## config.mk

```make
export PLATFORM = sky130hd
export DESIGN_NAME = countdown_timer
export DESIGN_NICKNAME = d
export VERILOG_FILES = /design/src/rtl/countdown_timer.sv
export SDC_FILE = /design/constraint.sdc
export NUM_CORES = 1
export LEC_CHECK = 0
export ABC_CLOCK_PERIOD_IN_PS = 6100
export BUFFER_PORTS_ARGS = -buffer_cell sky130_fd_sc_hd__buf_4
export CAP_MARGIN = 20
export CORE_MARGIN = 2
export CORE_UTILIZATION = 29
export CTS_BUF_LIST = sky130_fd_sc_hd__clkbuf_8 sky130_fd_sc_hd__clkbuf_16
export CTS_CLUSTER_DIAMETER = 200
export DETAILED_ROUTE_END_ITERATION = 6
export PLACE_DENSITY_LB_ADDON = 0.3
export SLEW_MARGIN = 20
export SYNTH_ARGS = -nofsm -noshare
export SYNTH_HDL_FRONTEND = slang
export SYNTH_SLANG_ARGS = --single-unit
```

## constraint.sdc

```tcl
create_clock -name clock -period 6.1 [get_ports clock]
set_input_delay 0 -clock clock [delete_from_list [all_inputs] [get_ports clock]]
set_output_delay 0 -clock clock [all_outputs]
set_load 0.005 [all_outputs]
```

## src/rtl/countdown_timer.sv

```systemverilog
// Down-counting timer with one-shot and periodic modes.
// Stop, start and pause act in that order of priority, and the timer strobes underflow_pulse when a period ends.
module countdown_timer #(
   parameter int unsigned bitwidth         = 8,
   parameter int unsigned restart_on_start = 0
) (
   input  logic                clock,
   input  logic                reset,
   input  logic                start,
   input  logic                stop,
   input  logic                pause,
   input  logic                autoreload,
   input  logic [bitwidth-1:0] load_value,
   output logic [bitwidth-1:0] active_load_value,
   output logic [bitwidth-1:0] value,
   output logic                running,
   output logic                expired,
   output logic                underflow_pulse
);

   typedef enum logic [1:0] {
      IDLE = 2'd0,
      RUN  = 2'd1,
      HOLD = 2'd2,
      DONE = 2'd3
   } state_t;

   localparam logic restart_en = (restart_on_start != 0);
   localparam logic [bitwidth-1:0] one = bitwidth'(1);

   state_t              state, state_next;
   logic                start_q, stop_q;
   logic                start_edge, stop_edge, load_ok;
   logic [bitwidth-1:0] value_next, active_next;
   logic                pulse_next;

   assign start_edge = start & ~start_q;
   assign stop_edge  = stop & ~stop_q;
   assign load_ok    = (load_value != '0);

   always_ff @(posedge clock or posedge reset) begin
      if (reset) begin
         state             <= IDLE;
         start_q           <= 1'b0;
         stop_q            <= 1'b0;
         value             <= '0;
         active_load_value <= '0;
         underflow_pulse   <= 1'b0;
      end else begin
         state             <= state_next;
         start_q           <= start;
         stop_q            <= stop;
         value             <= value_next;
         active_load_value <= active_next;
         underflow_pulse   <= pulse_next;
      end
   end

   always_comb begin
      state_next  = state;
      value_next  = value;
      active_next = active_load_value;
      pulse_next  = 1'b0;
      case (state)
         IDLE: begin
            if (!stop_edge && start_edge && load_ok) begin
               value_next  = load_value;
               active_next = load_value;
               state_next  = RUN;
            end
         end
         RUN: begin
            if (stop_edge) begin
               value_next = '0;
               state_next = IDLE;
            end else if (start_edge && restart_en && load_ok) begin
               value_next  = load_value;
               active_next = load_value;
            end else if (pause) begin
               state_next = HOLD;
            end else if (value > one) begin
               value_next = value - one;
            end else if (autoreload && load_ok) begin
               // Periodic reload lands on the same edge as the pulse, keeping periods exactly N cycles
               value_next  = load_value;
               active_next = load_value;
               pulse_next  = 1'b1;
            end else begin
               value_next = '0;
               pulse_next = 1'b1;
               state_next = DONE;
            end
         end
         HOLD: begin
            if (stop_edge) begin
               value_next = '0;
               state_next = IDLE;
            end else if (start_edge && restart_en && load_ok) begin
               value_next  = load_value;
               active_next = load_value;
            end else if (!pause) begin
               state_next = RUN;
            end
         end
         DONE: begin
            if (stop_edge) begin
               state_next = IDLE;
            end else if (start_edge && load_ok) begin
               value_next  = load_value;
               active_next = load_value;
               state_next  = RUN;
            end
         end
         default: begin
            value_next = '0;
            state_next = IDLE;
         end
      endcase
   end

   assign running = (state == RUN) || (state == HOLD);
   assign expired = (state == DONE);

endmodule

```

# == Word-level counts from Yosys, hierarchy flattened ==
# Index checks and enable logic that the tools add are counted.
# W data, S select, Z words.
# totals
regBits,21
inputBits,14
output_inout_bits,19
# op_classes
addsub,1
n_lt_le_gt_ge,1
eq_ne,16
n_mux,28
n_bitwise,4
reduce_logical,12
# op_table
operator,count
$mux W8,12
$pmux W8 S4,1
$pmux W8 S3,1
$mux W2,9
$ne A2 B2 Y1 const B,7
$reduce_and A5 Y1,2
$gt A8 B1 Y1 const B,1
$ne A4 B4 Y1 const B,2
$pmux W2 S4,1
$reduce_and A8 Y1,1
$reduce_bool A8 Y1,1
$sub A8 B1 Y8 const B,1
$ne A3 B3 Y1 const B,2
$eq A2 B2 Y1 const B,2
$logic_and A1 B1 Y1,4
$mux W1,4
$ne A3 B1 Y1 const B,1
$reduce_bool A3 Y1,1
$and A1 B1 Y1,2
$eq A2 B1 Y1 const B,1
$logic_not A2 Y1,1
$ne A2 B1 Y1 const B,1
$not A1 Y1,2
$logic_not A1 Y1,1
$logic_or A1 B1 Y1,1

# == Depth between registers and ports, before layout ==
# Gate-level depths: netlist (run 1).
# logic_depth
ltp_word,7
mapped_depth,8

# == Worst setup path before layout (run 1) ==
# OpenSTA, ideal clock, no wires.
# synth_path
path_kind,register -> register
from,register state[1]
to,register active_load_value[0]
setup_ns,0.125
arrival_time_ns,1.871
required_time_ns,5.975
path_slack_ns,4.104
path_stages_with_launch,8
n_path_buf,1
period_less_slack_ns,1.996
cell_sequence,dfrtp_1 inv_1 ha_1 nor3b_1 nor3b_1 o2bb2a_4 buf_6 mux2_4
# synth_between
elab_chain_len,3
elab_cells_between_ends,13
classes_between,9 x eq/ne; 1 x mux; 3 x reduce/logical
# synth_lines
element,line_no,source
"start, declared",31,"state_t state, state_next;"
"start signal, assigned",50,state <= state_next;
"$eq A2 B1 Y1, or another cell as far along",64,case (state)
"$ne A2 B2 Y1 (no source line), or another cell as far along",n/a,
$reduce_and A8 Y1 (no source line),n/a,
"end signal, assigned",54,active_load_value <= active_next;
"end, declared",14,"output logic [bitwidth-1:0] active_load_value,"
# Several ways; a longest one is shown, not always the timed one.
# A chain may end at the register's enable or synchronous reset.

# == Final worst setup path (run 1) ==
# layout_path
from,register state[1]
to,register active_load_value[5]
# Same word-level chain as after synthesis.

==> results of run 1 <==
[how the worst min path moves through the flow]
stage | startpoint | endpoint | slack, ps | cells past startpoint
2_1_floorplan | reset | active_load_value[0] | -20 | 1
3_3_place_gp | stop | stop_q | 130 | 1
3_5_place_dp | stop | stop_q | 130 | 1
4_1_cts | pause | underflow_pulse | 60 | 3
5_1_grt | pause | state[1] | 90 | 3
6_report | pause | state[1] | 70 | 3
[through the flow]
stage | instance area, um^2 | utilization (%) | std cells
after CTS | 1790 | 40.6 | 231
after global routing | 1800 | 40.7 | 231
after detailed placement | 1640 | 37.1 | 216
final | 1800 | 40.7 | 231
after global placement | 1640 | 37.1 | 216
after floorplan | 1350 | - | 135
[per-layer routing]
layer | up-vias | global-route usage [%]
met3 | 6 | 3.33
met4 | 0 | 3.14
met5 | - | 0
met2 | 48 | 24.3
met1 | 593 | 19.0
li1 | 594 | -
[power groups by stage]
stage	registers [mW]	clock network, mW	logic [mW]
detailed placement	0.269	0	0.558
global placement	0.264	0	0.543
finish	0.266	0.0943	0.571
global route	0.279	0.105	0.627
CTS	0.266	0.0998	0.566
floorplan	0.260	0	0.388
[logic make-up (layout without fill, tap and decap cells)]
group                    after synthesis  in the layout  synth area share (%)
AND/OR/NAND/NOR                       47             47                  19.4
AO/OA/AOI/OAI                         41             41                  22.7
flip-flops                            21             21                  38.9
buffers and inverters                 11             55                  3.70
multiplexers                           8              8                  8.88
adder cells (fa/ha/maj)                7              7                  6.48
[worst register-to-register path, cell delays in order, from the launching register on]
cell and delay [ps]:
dfrtp_1 420, inv_1 130, ha_1 280, nor3b_1 420, nor3b_1 290, o2bb2a_4 270, mux2_4 320
[flip-flops by register name, summed over array words and instances (netlist names)]
register	flops
state	2
value	8
underflow_pulse	1
active_load_value	8
stop_q	1
start_q	1
[synthesized netlist by cell type, drive strengths merged, types with 2 or more instances]
| cell | instances | share of area [%] |
|---|---|---|
| or3 | 2 | 0.92 |
| nor3b | 2 | 1.1 |
| or4 | 2 | 1.7 |
| mux2 | 8 | 8.9 |
| and3 | 2 | 0.92 |
| a211o | 2 | 1.3 |
| a22o | 3 | 1.9 |
| nand2 | 6 | 1.7 |
| a21oi | 12 | 4.4 |
| nor2 | 12 | 3.3 |
| ha | 7 | 6.5 |
| nor2b | 4 | 1.8 |
| nand2b | 4 | 1.8 |
| dfrtp | 21 | 39 |
| nand3 | 2 | 0.74 |
| o21ai | 6 | 2.5 |
| nor3 | 3 | 1.5 |
| a2bb2oi | 2 | 1.3 |
| inv | 8 | 2.2 |
| or2 | 2 | 0.93 |
| nor4 | 3 | 1.4 |
| buf | 2 | 1.2 |
[cell type report]
| cell class | count | area [um^2] |
|---|---|---|
| fillers | 415 | 2620 |
| multi-input cells | 103 | 781 |
| flip-flops and latches | 21 | 526 |
| repair buffers | 43 | 350 |
| well taps | 52 | 65.1 |
| clock buffers | 3 | 41.3 |
| inverters | 8 | 30.0 |
| clock inverters | 1 | 5.00 |
[repair_timing]
item	4_1_cts	5_1_grt
hold endpoints to repair	31	0
resized for setup	0	0
hold buffers	11	0
==> impl_metrics.csv, run 1 <==
group,metric,value,unit
synthesis,yosysWarnings,0,
setup_path,critPathLaunchType,"flip-flop",
setup_path,end_kind,"flip-flop",
cells_and_area,mostFrequentLayoutCell,"buf_4",
clock_network,cts.sinks,21,
global_route,gr-usage-all-layers,14.4,%
run,maxCapViolCount,0,
routing,ant_nets,0,
global_route,grt_pass1_wl,5900,um
sta,period_share,36.7,%
pwr,p_sw,0.385,mW
routing,drt-met1-wl,1570,um
sta,final.min_clock_period,2240,ps
setup_path,crit_chain,"inv_1, ha_1, nor3b_1, nor3b_1, o2bb2a_4, mux2_4",
sta,slew_violations,0,
synthesis,synth.distinct_cells,46,
routing,dr_wl_met3,256,um
synthesis,ys.flop_type,"dfrtp_1",
setup_path,regToRegSetupSlack,3860,ps
synthesis,async_reset_ff_share,100,%
synthesis,synth-seq-area-share,38.9,%
setup_path,worst_r2r_endpoint,"active_load_value[5]",
cells_and_area,fin_nets,201,
clock_network,root_buffer,"clkbuf_8",
min_path,hp-class,"in -> reg",
clock_network,post_cts_buffers,0,
cells_and_area,area_growth,32.9,%
clock_network,clkLatencyLatePin,260,ps
routing,drt_iter0_drc,101,
floorplan,core_area,0.00441,mm^2
setup_path,critPathCapture,"active_load_value[5]",
routing,vias,1241,
synthesis,synthCells,135,
pwr,pwr-share-comb,61.3,%
pwr,p_leak,0.819,nW
setup_path,cpMaxStageDelayCell,"dfrtp_1",
placement,dp_slack,3560,ps
sta,finalWorstSetupSlack,3860,ps
sta,setup_viol,0,
placement,port_buffers,32,
synthesis,synth_area,0.00135,mm^2
status,status,"completed",
floorplan,die_w,72.3,um
pwr,p_int,0.545,mW
global_route,antenna_found_initial,0,
setup_path,startpoint,"state[1]",
pwr,p_sw_share,41.4,%
sta,max_clock_freq,447,MHz
synthesis,avgSynthCellArea,10.0,um^2
floorplan,dieArea,0.00523,mm^2
routing,drcViolationCount,0,
setup_path,path_common_cell,"nor3b_1",
sta,finalHoldViolations,0,
setup_path,critPathArrivalTime,2390,ps
synthesis,syn_nets,156,
setup_path,cp_top_family,"simple AND/OR/NAND/NOR gates",
clock_network,cts_tree,"yes",
clock_network,cts_buffers,3,
cells_and_area,final_cell_mix,"buf_4, dfrtp_1, nor2_1",
floorplan,rows,24,
cells_and_area,layout-drive-gt1-share,29.1,%
routing,firstDrtPassIters,4,
sta,holdWs,69.1,ps
routing,drt_wl_total,3560,um
sta,rsz0062_at_grt,"false",
floorplan,dieHeight,72.3,um
setup_path,cp.depth,6,
setup_path,reg2reg_from,"state[1]",
floorplan,pin_count,33,
synthesis,synth-edff-count,0,
cells_and_area,diodes,0,
placement,gp_congestion,0.837,
setup_path,cp.buffers_inverters,1,
synthesis,synth_seq_cells,21,
routing,via_per_inst,5.37,
clock_network,htreeDepth,1,
setup_path,crit_type,"reg -> reg",
floorplan,start_util,30.6,%
setup_path,required,6250,ps
setup_path,cp_max_fo,8,
setup_path,cpPeakStageDelay,420,ps
pwr,vdd_ir_drop_max,201,uV
sta,worst_slew_pin_slew,847,ps
sta,max_slew_margin,43.5,%
global_route,grt-ovfl-total,0,
setup_path,reg2reg_depth,6,
clock_network,clk_pin_slew,80,ps
placement,place_hpwl,2670,um
global_route,grt_max_degree,22,
sta,finClkSkew,1.72,ps
sta,fin_setup_tns,0,ps
pwr,finalPower,0.931,mW
pwr,p_clk_share,10.1,%
routing,met2_length,1700,um
clock_network,cts_max_path_buffers,2,
pwr,p_seq_share,28.6,%
global_route,grt_pass1_vias,1241,
routing,top_layer,"met4",
routing,wl_per_cell,15.4,um
pwr,powerDensity,518,mW/mm^2
Power figures use the tool's default switching activity.
==> inputs of run 2 (changes only) <==
- ABC_CLOCK_PERIOD_IN_PS: 6100 -> 2100
- clock period: 6.1 -> 2.1 ns (I/O delays scaled with it)
==> run 2 against run 1 <==
Against the previous run:
- cell area grew 3.2%
- global-route usage up 0.47 points
- wire length grew 3.6%
- register-to-register slack got worse by 3700 ps
- utilization up 1.3 points
- critical path depth grew 1
- highest routed layer unchanged
- combinational power rose to 3.3 times the previous value
- sequential share of layout area decreased by 0.91 points
- clock skew grew 5.7 ps
- non-clock buffer count grew 4
==> impl_metrics.csv, run 2 (synthesis gave the netlist of run 1 again) <==
group,metric,value,unit
cells_and_area,final_area,0.00186,mm^2
min_path,hold_depth,2,
routing,vias,1242,
setup_path,crit_type,"in -> reg",
placement,port_buffers,32,
clock_network,htreeDepth,1,
cells_and_area,mostFrequentLayoutCell,"buf_4",
setup_path,critPathLaunchType,"primary input",
sta,final.min_clock_period,1970,ps
setup_path,crit_chain,"dlygate4sd3_1, buf_4, or4_4, o21ai_2, nor3b_2, o2bb2a_4, mux2_4",
placement,place_hpwl,2800,um
placement,gp_congestion,0.836,
setup_path,worst_r2r_endpoint,"value[2]",
sta,period_share,93.7,%
global_route,antenna_found_initial,0,
routing,firstDrtPassIters,4,
setup_path,reg2reg_from,"state[1]",
setup_path,cp.buffers_inverters,2,
cells_and_area,layout-drive-gt1-share,33.9,%
placement,place_area,0.00171,mm^2
pwr,vdd_ir_drop_max,510,uV
floorplan,start_util,30.6,%
setup_path,required,2250,ps
routing,wl_per_cell,15.7,um
setup_path,end_kind,"flip-flop",
clock_network,clkLatencyLatePin,260,ps
pwr,p_leak,0.850,nW
routing,drt_iter0_drc,52,
cells_and_area,area_growth,37.2,%
floorplan,dieHeight,72.3,um
cells_and_area,fin_nets,205,
setup_path,critPathArrivalTime,2120,ps
clock_network,cts_tree,"yes",
cells_and_area,fillers,427,
setup_path,reg2reg_depth,7,
floorplan,rows,24,
sta,setup_viol,0,
status,status,"completed",
sta,slew_violations,0,
sta,finClkSkew,7.45,ps
setup_path,startpoint,"load_value[7]",
sta,rsz0062_at_grt,"false",
clock_network,cts_max_path_buffers,2,
global_route,grt_max_degree,22,
min_path,hp-class,"in -> reg",
floorplan,pin_count,33,
clock_network,root_buffer,"clkbuf_8",
routing,drcViolationCount,0,
setup_path,cpPeakStageDelay,560,ps
floorplan,dieArea,0.00523,mm^2
global_route,grt_pass1_vias,1263,
setup_path,regToRegSetupSlack,130,ps
cells_and_area,top_regs,"active_load_value (8), value (8), state (2)",
routing,via_per_inst,5.29,
sta,worst_slew_pin_slew,841,ps
floorplan,core_area,0.00441,mm^2
clock_network,cts.sinks,21,
global_route,grt_pass1_wl,6130,um
global_route,gr-usage-all-layers,14.9,%
clock_network,post_cts_buffers,0,
global_route,grt-ovfl-total,0,
setup_path,cp_top_family,"buffers and inverters",
clock_network,clk_pin_slew,80,ps
routing,drt_wl_total,3690,um
min_path,worstHoldStart,"load_value[3]",
sta,max_clock_freq,508,MHz
setup_path,cpMaxStageDelayCell,"or4_4",
sta,finalHoldViolations,0,
setup_path,cp_max_fo,8,
pwr,powerDensity,1550,mW/mm^2
cells_and_area,diodes,0,
sta,fin_setup_tns,0,ps
min_path,worstHoldEndpoint,"active_load_value[3]",
clock_network,cts_buffers,3,
routing,ant_nets,0,
cells_and_area,final_cell_mix,"buf_4, dfrtp_1, nor2_1, a21oi_1, inv_1",
run,maxCapViolCount,0,
floorplan,die_w,72.3,um
sta,max_slew_margin,43.9,%
-- run 2: how the worst max path moves through the flow --
stage               depth (start not counted)                   end  slack [ps]
floorplan                                   7  active_load_value[0]         100
global placement                            6  active_load_value[1]         120
detailed placement                          6  active_load_value[5]          -3
CTS                                         7  active_load_value[5]          90
global route                                7              value[4]          20
finish                                      7  active_load_value[5]         130
-- run 2: cell type report --
cell class	count	area (um^2)	area share [%]
multi-input combinational	103	807	43.5
sequential	21	526	28.3
timing repair buffer	47	383	20.6
tap	52	65.1	3.51
clock buffer	3	41.3	2.23
inverter	8	30.0	1.62
clock inverter	1	3.75	0.202
-- run 2: per-stage QoR --
stage	cells	worst slack, ps	hold slack (ps)	power, mW	utilization, %
3_3_place_gp	224	117	126	2.52	38.7
4_1_cts	234	85.8	0.496	2.86	41.2
6_report	235	132	6.14	2.88	42.0
5_1_grt	235	18.8	5.40	3.12	42.0
3_5_place_dp	224	-3.00	126	2.57	38.7
2_1_floorplan	135	104	-23.5	1.88	-
-- run 2: power breakdown --
group / internal, mW / switching (mW) / leakage [nW] / total [mW]
sequential: 0.588 / 0.162 / 0.254 / 0.749
clock: 0.130 / 0.132 / 0.0269 / 0.262
combinational: 0.997 / 0.870 / 0.569 / 1.87
total: 1.71 / 1.16 / 0.850 / 2.88
-- run 2: metal layers --
metal  part of all wire (%)  up-vias  global-route usage, %  wire length, um
met5                      0        -                      0                0
met4                   0.54        0                   4.40               20
met3                    6.4        2                   1.94              235
met2                     47       44                   24.0             1740
met1                     46      600                   21.0             1690
li1                       -      596                      -                -
-- run 2: what timing repair did --
action / 4_1_cts / 5_1_grt
hold endpoints to repair: 26 / 1
hold buffers: 6 / 1
cloned: 0 / 0
gates resized for setup: 1 / 4
endpoints found under the setup margin: 8 / 11
